==> src/rtl/instruction_issue_if.sv <==
// Issue-side handshake between the issue stage and the execution datapath:
// instruction/valid/ready, plus the retire pulse that comes back from execution.
interface instruction_issue_if #(
    parameter int DW = 32
);
    logic [DW-1:0] issue_inst;
    logic          issue_valid;
    logic          issue_ready;
    logic          retire;

    modport master (
        output issue_inst,
        output issue_valid,
        input  issue_ready,
        input  retire
    );

    modport slave (
        input  issue_inst,
        input  issue_valid,
        output issue_ready,
        output retire
    );
endinterface

==> src/rtl/instruction_issue.sv <==
// Issue stage: 2-entry fetch FIFO, outstanding-instruction limiter and a
// SYNC barrier that drains all in-flight work before issue resumes.
module instruction_issue #(
    parameter int              FULL_INSTRUCTION_BITWIDTH = 32,
    parameter int              IMEM_ADDR_WIDTH           = 8,
    parameter int              DW                        = FULL_INSTRUCTION_BITWIDTH,
    parameter int              OPW                       = 4,
    parameter logic [OPW-1:0]  SYNC_OPCODE               = 4'hF,
    parameter int              MAX_OUTSTANDING           = 4
) (
    input  logic                       clk,
    input  logic                       rst_n,
    input  logic [DW-1:0]              inst,
    input  logic                       inst_valid,
    output logic                       advance_pointer,
    instruction_issue_if.master        bus,
    output logic [IMEM_ADDR_WIDTH-1:0] issued_count,
    output logic                       idle,
    output logic                       retire_err
);

    localparam int            OW    = $clog2(MAX_OUTSTANDING + 1);
    localparam logic [OW-1:0] MAX_O = OW'(MAX_OUTSTANDING);

    typedef enum logic {RUN, DRAIN} state_t;

    state_t          state;
    logic [DW-1:0]   mem [0:1];
    logic [1:0]      fifo_count;
    logic            rd_ptr;
    logic            wr_ptr;
    logic [OW-1:0]   outstanding;
    logic [OW-1:0]   outstanding_nxt;

    logic [DW-1:0]   head;
    logic            head_sync;
    logic            push;
    logic            pop;
    logic            handshake;
    logic            sync_pop;

    assign head      = mem[rd_ptr];
    assign head_sync = (head[DW-1 -: OPW] == SYNC_OPCODE);

    // Fetch looks only at the registered count, never at downstream ready/retire.
    assign advance_pointer = rst_n && inst_valid && (fifo_count < 2'd2);
    assign push            = advance_pointer;

    assign bus.issue_valid = (state == RUN) && (fifo_count != 2'd0) && !head_sync &&
                             (outstanding < MAX_O);
    // Gated by valid so a parked SYNC head is never visible downstream.
    assign bus.issue_inst  = bus.issue_valid ? head : '0;

    assign handshake = bus.issue_valid && bus.issue_ready;
    assign sync_pop  = (state == DRAIN) && (outstanding == '0);
    assign pop       = handshake || sync_pop;

    assign idle = (fifo_count == 2'd0) && (outstanding == '0) && !inst_valid;

    always_comb begin
        outstanding_nxt = outstanding;
        if (handshake && !bus.retire)
            outstanding_nxt = outstanding + 1'b1;
        else if (!handshake && bus.retire && (outstanding != '0))
            outstanding_nxt = outstanding - 1'b1;
        else if (handshake && bus.retire && (outstanding == '0))
            outstanding_nxt = OW'(1);
    end

    // FIFO storage is pure data and is left unreset; validity comes from fifo_count.
    always_ff @(posedge clk) begin
        if (push)
            mem[wr_ptr] <= inst;
    end

    always_ff @(posedge clk or negedge rst_n) begin
        if (!rst_n) begin
            state        <= RUN;
            fifo_count   <= 2'd0;
            rd_ptr       <= 1'b0;
            wr_ptr       <= 1'b0;
            outstanding  <= '0;
            issued_count <= '0;
            retire_err   <= 1'b0;
        end else begin
            if (push)
                wr_ptr <= wr_ptr + 1'b1;
            if (pop)
                rd_ptr <= rd_ptr + 1'b1;
            case ({push, pop})
                2'b10:   fifo_count <= fifo_count + 2'd1;
                2'b01:   fifo_count <= fifo_count - 2'd1;
                default: fifo_count <= fifo_count;
            endcase

            outstanding <= outstanding_nxt;
            if (handshake)
                issued_count <= issued_count + 1'b1;
            if (bus.retire && (outstanding == '0))
                retire_err <= 1'b1;

            case (state)
                RUN: begin
                    if ((fifo_count != 2'd0) && head_sync)
                        state <= DRAIN;
                end
                DRAIN: begin
                    if (outstanding == '0)
                        state <= RUN;
                end
                default: state <= RUN;
            endcase
        end
    end

endmodule

==> src/flat_wrapper.sv <==
// flat-port wrapper written by rule: the top's interface ports become plain ports
module instruction_issue_flat 
#(
    parameter int              FULL_INSTRUCTION_BITWIDTH = 32,
    parameter int              IMEM_ADDR_WIDTH           = 8,
    parameter int              DW                        = FULL_INSTRUCTION_BITWIDTH,
    parameter int              OPW                       = 4,
    parameter logic [OPW-1:0]  SYNC_OPCODE               = 4'hF,
    parameter int              MAX_OUTSTANDING           = 4
)
  (clk, rst_n, inst, inst_valid, advance_pointer, issued_count, idle, retire_err, bus_issue_inst, bus_issue_valid, bus_issue_ready, bus_retire);
  instruction_issue_if #(.DW(DW)) bus_i ();
  input  logic clk;
  input  logic rst_n;
  input  logic [DW-1:0] inst;
  input  logic inst_valid;
  output logic advance_pointer;
  output logic [IMEM_ADDR_WIDTH-1:0] issued_count;
  output logic idle;
  output logic retire_err;
  output wire logic [$bits(bus_i.issue_inst)-1:0] bus_issue_inst;
  output wire logic [$bits(bus_i.issue_valid)-1:0] bus_issue_valid;
  input wire logic [$bits(bus_i.issue_ready)-1:0] bus_issue_ready;
  input wire logic [$bits(bus_i.retire)-1:0] bus_retire;
  assign bus_issue_inst = bus_i.issue_inst;
  assign bus_issue_valid = bus_i.issue_valid;
  assign bus_i.issue_ready = bus_issue_ready;
  assign bus_i.retire = bus_retire;
  instruction_issue #(.FULL_INSTRUCTION_BITWIDTH(FULL_INSTRUCTION_BITWIDTH), .IMEM_ADDR_WIDTH(IMEM_ADDR_WIDTH), .DW(DW), .OPW(OPW), .SYNC_OPCODE(SYNC_OPCODE), .MAX_OUTSTANDING(MAX_OUTSTANDING)) u_core (.clk(clk), .rst_n(rst_n), .inst(inst), .inst_valid(inst_valid), .advance_pointer(advance_pointer), .bus(bus_i), .issued_count(issued_count), .idle(idle), .retire_err(retire_err));
endmodule
==> config.mk <==
export PLATFORM = sky130hd
export DESIGN_NAME = instruction_issue_flat
export DESIGN_NICKNAME = d
export VERILOG_FILES = /design/src/rtl/instruction_issue_if.sv /design/src/rtl/instruction_issue.sv /design/src/flat_wrapper.sv
export SDC_FILE = /design/constraint.sdc
export NUM_CORES = 1
export LEC_CHECK = 0
export ABC_AREA = 1
export BUFFER_PORTS_ARGS = -buffer_cell sky130_fd_sc_hd__buf_2
export CAP_MARGIN = 20
export CORE_MARGIN = 1.5
export CORE_UTILIZATION = 39
export CTS_CLUSTER_DIAMETER = 50
export DETAILED_ROUTE_END_ITERATION = 6
export GPL_TIMING_DRIVEN = 0
export HOLD_SLACK_MARGIN = 0.02
export PLACE_DENSITY_LB_ADDON = 0.2
export SETUP_SLACK_MARGIN = 0.4
export SLEW_MARGIN = 20
export SYNTH_ARGS = -nofsm -noshare
export SYNTH_HDL_FRONTEND = slang
export SYNTH_SLANG_ARGS = --single-unit
export TNS_END_PERCENT = 20
==> constraint.sdc <==
create_clock -name clk -period 3.4 [get_ports clk]
set_clock_uncertainty 0.2 [all_clocks]
set_input_delay 0 -clock clk [delete_from_list [all_inputs] [get_ports clk]]
set_output_delay 0 -clock clk [all_outputs]
set_load 0.02 [all_outputs]
==> results.cfg, run 1 <==
[status]
outcome = completed

[layout]
multi_input_area_sq_um = 884.6
regArea_sq_um = 2347
final_cell_count_no_fill = 536
fillers = 694
drive_gt1_share_pct = 26.22
syn2layout_area_growth_pct = 35.61
antenna_cells = 0
final_nets = 469
final_cell_area_sq_um = 4574

[drt]
vias = 2458
drt_wl_total_um = 6888
top_layer_used = met4
wl_met3_um = 317
route.met2.wl_um = 3328
viasPerCell = 4.586
drt_iter0_markers = 105
drt-pass1-iter-count = 5
routedWlPerCell_um = 12.85
routedLengthMet1_um = 3139
ant_nets = 0
drc_errors = 0

[critical_path]
r2r_start = u_core.rd_ptr
r2r_end = u_core.fifo_count[1]
critPathKind = reg2out
crit_path_end_kind = output port
cp-start-kind = flip-flop
cp.arrival_ns = 2.11
reg2reg_depth = 12
crit_path_max_fanout = 10
cp_data_required_time_ns = 3.20
reg2reg_setup_slack_ns = 1.20

[clock_network]
clk-insertion-delay-late_ns = 0.35
cts-resized-gates = 0
cts_buffers = 9
clk_pin_slew_ns = 0.08
htreeDepth = 3
cts.sink_count = 81
clockBufferDepth = 2
clock-root-buffer = clkbuf_8
cts_tree = done

[min_path]
hold_path.class = in2reg
hold_depth = 5
hp-start = inst_valid
whs_endpoint = u_core.wr_ptr

[logic_synthesis]
synth_area_sq_um = 3373
synth_nets = 340
yosys_warnings = 0
syn_inst = 298
ys_types = 27
seq_area_frac_synth_pct = 69.58
ys_seq_elements = 81
avgSynthCellArea_sq_um = 11.32

[timing]
setup_viol = 0
rsz0062_at_grt = no
setup_tns_ns = 0
finalHoldViolations = 0
slew_headroom_pct = 45.93
max_freq_mhz = 433.8
fin_crit_sh_pct = 67.80
min_period_ns = 2.305
worst_pin_slew_ns = 0.8084
drv_slew = 0

[floorplan]
dieHeight_um = 96
die_x_um = 96
row_count = 33
core_region_area_sq_um = 8299
dieArea_sq_um = 9216
start_util_pct = 40.65
io_pins = 81

[job]
drv_cap = 0

[power_and_ir_drop]
peakVddDrop_v = 0.0005350
p_leak_nw = 2.012
p_total_w = 0.003744
power_per_cell_area_nw_per_um2 = 818.4

[place]
dp.cells = 485
dpl-instance-area_sq_um = 3975
dp_hpwl_um = 4624
gp_congestion = 0.7440
port_buffers = 80

[global_route]
grt_overflow_total = 0
grt_pass1_wl_um = 10720
grt_use_total_pct = 15.86
grt_antenna_before_repair = 0
grt_pass1_vias = 2346
grt_start_max_net_pins = 20
-- metal layers --
| metal | vias to the layer above | global-route usage [%] |
|---|---|---|
| met5 | - | 0 |
| li1 | 1252 | - |
| met4 | 0 | 7.353 |
| met2 | 55 | 26.00 |
| met3 | 9 | 3.160 |
| met1 | 1142 | 20.21 |
-- how the worst max path moves through the flow --
stage	startpoint	end	slack, ns	depth (start not counted)
floorplan	u_core.fifo_count[1]	u_core.mem[1][0]	0.80	3
global placement	rst_n	u_core.mem[1][12]	-0.19	3
detailed placement	u_core.rd_ptr	u_core.fifo_count[1]	1.18	12
CTS	u_core.rd_ptr	bus_issue_inst[8]	1.05	10
finish	u_core.rd_ptr	bus_issue_inst[8]	1.09	10
global route	u_core.rd_ptr	bus_issue_inst[8]	0.87	10
-- where the power goes --
part	internal, W	leakage [nW]	total (W)	switching, W
clock network	0.000489	0.116	0.000839	0.000350
registers	0.00124	0.791	0.00135	0.000104
logic	0.000514	1.11	0.00156	0.00104
-- cells by family (layout without fill, tap and decap cells) --
group           Yosys count  count (layout)  synth area share [%]
buf+inv                  39             172                 4.636
simple gates            127             127                 15.84
compound gates           37              37                 5.749
fa+ha+maj                 5               5                 1.855
flops                    81              81                 69.58
xor+xnor                  9               9                 2.337
-- cell usage after synthesis, drive strengths merged --
cell type / n / area share, %
dfrtp: 17 / 13
xor2: 7 / 1.8
nor2: 16 / 1.9
inv: 29 / 3.2
nor3: 4 / 0.93
xnor2: 2 / 0.52
o31ai: 1 / 0.22
nand4: 2 / 0.37
o21bai: 1 / 0.22
buf: 6 / 0.96
ha: 5 / 1.9
nor4: 1 / 0.19
nand3: 10 / 1.9
o21ai: 6 / 1.0
nand3b: 1 / 0.22
edfxtp: 64 / 57
clkbuf: 4 / 0.44
nand2: 93 / 10
a21oi: 29 / 4.3
-- worst max-delay path, cell delays in order (launching register included) --
cell and delay, ns:
dfrtp_1 0.36, buf_4 0.15, inv_2 0.10, nand2_1 0.06
nand2_1 0.07, nor2_1 0.06, nand2_2 0.12, nand2_1 0.21
buf_2 0.26, a21oi_1 0.17, buf_2 0.19
-- layout by cell type (no fill, tap or decap), types with 2 or more instances in the layout --
cell,instances
ha_1,5
inv_6,2
buf_16,2
bufinv_16,3
xor2_1,7
nand2_1,92
clkbuf_1,4
nor2_1,13
nand4_1,2
nor3_1,3
dfrtp_1,17
nor2_4,2
nand3_1,9
buf_2,85
clkbuf_8,9
inv_2,3
inv_1,26
edfxtp_1,64
o21ai_1,4
dlygate4sd3_1,36
xnor2_1,2
a21oi_1,29
-- timing repair --
item                                    4_1_cts  5_1_grt
setup buffers                                 0        0
hold buffers                                 36        0
endpoints found under the setup margin        0        0
endpoints found under the hold margin        94        0
-- stage by stage --
stage,worst slack [ns],util [%],hold slack [ns]
6_report,1.095,55.12,0.04004
5_1_grt,0.8661,55.12,0.08419
4_1_cts,1.051,55.12,0.04067
3_5_place_dp,1.182,47.90,-0.2374
3_3_place_gp,-0.1919,47.05,-0.2450
2_1_floorplan,0.7993,-,-0.4956
-- flip-flops by register name, summed over array words and instances (netlist names) --
| signal | flops |
|---|---|
| u_core.mem | 64 |
| u_core.rd_ptr | 1 |
| u_core.state | 1 |
| u_core.wr_ptr | 1 |
| u_core.fifo_count | 2 |
| u_core.outstanding | 3 |
| u_core.issued_count | 8 |
| u_core.retire_err | 1 |
-- cell type report --
class / count / area share [%]
Buffer: 10 / 1.039
Timing Repair Buffer: 118 / 17.83
Clock inverter: 6 / 2.516
Sequential cell: 81 / 51.31
Inverter: 29 / 2.380
Tap cell: 105 / 2.872
Clock buffer: 9 / 2.708
Multi-Input combinational cell: 178 / 19.34
Note: power is estimated with default switching activity, not from simulation.
==> inputs of run 2 (changes only) <==
==> constraint.sdc (replaced) <==
create_clock -name clk -period 2 [get_ports clk]
set_clock_uncertainty 0.2 [all_clocks]
set_input_delay 0 -clock clk [delete_from_list [all_inputs] [get_ports clk]]
set_output_delay 0 -clock clk [all_outputs]
set_load 0.02 [all_outputs]
==> results.cfg, run 2 (synthesis gave the netlist of run 1 again) <==
[critical_path]
critPathKind = reg2out
critPathBufInv = 5
reg2reg_setup_slack_ns = -0.04
cp.arrival_ns = 1.86
cp-start-kind = flip-flop
worst_path_largest_cell_delay_ns = 0.38
cp_data_required_time_ns = 1.80
slowest_stage = dfrtp_1
path_cells = buf_6 -> inv_8 -> nand2_4 -> nand2_4 -> nor2_4 -> nand2_4 -> buf_12 -> nand2_8 -> buf_12 -> a21oi_1 -> buf_4
crit_path_max_fanout = 7
crit_path_end_kind = output port
path_delay_family = buffers and inverters
cpMostUsedCell = nand2_4

[place]
dpl-instance-area_sq_um = 3963
dp_hpwl_um = 4399
gp_congestion = 0.7801
port_buffers = 80

[global_route]
grt_use_total_pct = 18.60
grt_antenna_before_repair = 0
grt_pass1_wl_um = 12450
grt_pass1_vias = 2568
grt_start_max_net_pins = 18
grt_overflow_total = 0

[drt]
vias = 2659
drc_errors = 0
viasPerCell = 4.774
drt-pass1-iter-count = 4
routedWlPerCell_um = 15.30
drt_wl_total_um = 8521
drt_iter0_markers = 74
ant_nets = 0

[clock_network]
cts_tree = done
cts.sink_count = 81
holdBufCountCts = 35
cts_buffers = 9
clockBufferDepth = 2
clk-insertion-delay-late_ns = 0.35
clock-root-buffer = clkbuf_8
clk_pin_slew_ns = 0.08
htreeDepth = 3

[timing]
finalHoldViolations = 0
drv_slew = 0
slew_headroom_pct = 46.60
min_period_ns = 2.063
worst_pin_slew_ns = 0.7984
fin_crit_sh_pct = 103.2
rsz0062_at_grt = yes
finalWorstSetupSlack_ns = -0.06314
setup_viol = 33
max_freq_mhz = 484.7

[layout]
largest_reg_flops = 64
final_cell_area_sq_um = 5343
regMostFlops = u_core.mem
syn2layout_area_growth_pct = 58.38
drive_gt1_share_pct = 42.48
final_nets = 490
antenna_cells = 0
final_cell_mix = 78 x nand2_1, 64 x edfxtp_1, 46 x buf_2, 35 x dlygate4sd3_1, 33 x buf_4
top_regs = u_core.mem x64, u_core.issued_count x8, u_core.outstanding x3
final_util_pct = 64.38
final_common_cell = nand2_1

[power_and_ir_drop]
power_per_cell_area_nw_per_um2 = 1523
p_leak_nw = 2.221
peakVddDrop_v = 0.0007239

[status]
outcome = complete, but fails checks
violations = setup timing

[floorplan]
dieHeight_um = 96
row_count = 33
start_util_pct = 40.65
core_region_area_sq_um = 8299
io_pins = 81
dieArea_sq_um = 9216
die_x_um = 96

[job]
drv_cap = 0

[min_path]
hold_path.class = in2reg
==> run 2: cell types whose count changed in the layout (fill, tap and decap cells not counted), sizes merged <==
cell	before	now
bufinv	3	2
buf	88	105
nor2	16	18
dlygate4sd3	36	35
clkinv	0	2
clkbuf	13	17
inv	31	29
==> run 2: final timing paths <==
check	start	to	cells past startpoint
min in group asynchronous	rst_n	u_core.issued_count[7]	2
min reg2reg	u_core.retire_err	u_core.retire_err	1
max reg2reg	u_core.rd_ptr	u_core.outstanding[1]	14
min	rst_n	u_core.wr_ptr	5
max in group asynchronous	rst_n	u_core.fifo_count[0]	2
max	u_core.rd_ptr	bus_issue_inst[0]	11
==> run 2: cell type report <==
cell class                      count  area (sq um)
Timing Repair Buffer              137          1146
Fill cell                         608          2957
Sequential cell                    81          2350
Tap cell                          105         131.4
Inverter                           29         116.4
Multi-Input combinational cell    180          1285
Buffer                             10         105.1
Clock inverter                      5         81.33
Clock buffer                       10         127.6
==> run 2: stage by stage <==
step | std cells | setup TNS (ns) | setup WS (ns) | hold WS, ns | power (W)
floorplan | 298 | 0 | 0.09037 | -0.4956 | 0.004153
global placement | 483 | -5.789 | -0.1086 | -0.2325 | 0.004980
detailed placement | 483 | -5.405 | -0.1086 | -0.2243 | 0.004996
CTS | 550 | 0 | 0.00007605 | -0.003049 | 0.007296
global route | 557 | -4.665 | -0.1688 | 0.02073 | 0.008605
finish | 557 | -0.8889 | -0.06314 | 0.006896 | 0.008137
==> run 2: repair_timing <==
action / CTS / global route
setup endpoints to repair: 112 / 115
hold endpoints to repair: 91 / 1
pin swaps: 22 / 17
setup buffers: 14 / 5
gates resized for setup: 94 / 66
cloned: 3 / 2
==> run 2: routing by layer <==
| metal | GRT usage [%] | share of wire [%] |
|---|---|---|
| met1 | 22.48 | 42 |
| met2 | 31.57 | 52 |
| met3 | 4.423 | 5.0 |
| met4 | 8.088 | 1.7 |
| met5 | 0 | 0 |
==> run 2: worst register-to-register path: stages (launching register included) <==
cell and delay (ns):
dfrtp_1 0.38, buf_6 0.15, nand2_2 0.10, nand2_4 0.06, nor2_4 0.12, nand2_4 0.07, buf_6 0.13, buf_6 0.11
buf_6 0.10, buf_6 0.11, buf_6 0.11, nand4_1 0.09, inv_1 0.07, nand2_1 0.07, nand3_1 0.07
==> run 2: report_power, final <==
part	switching, W	internal [W]	total [W]
combinational	0.00251	0.00200	0.00452
clock	0.000588	0.000697	0.00128
sequential	0.000217	0.00212	0.00234
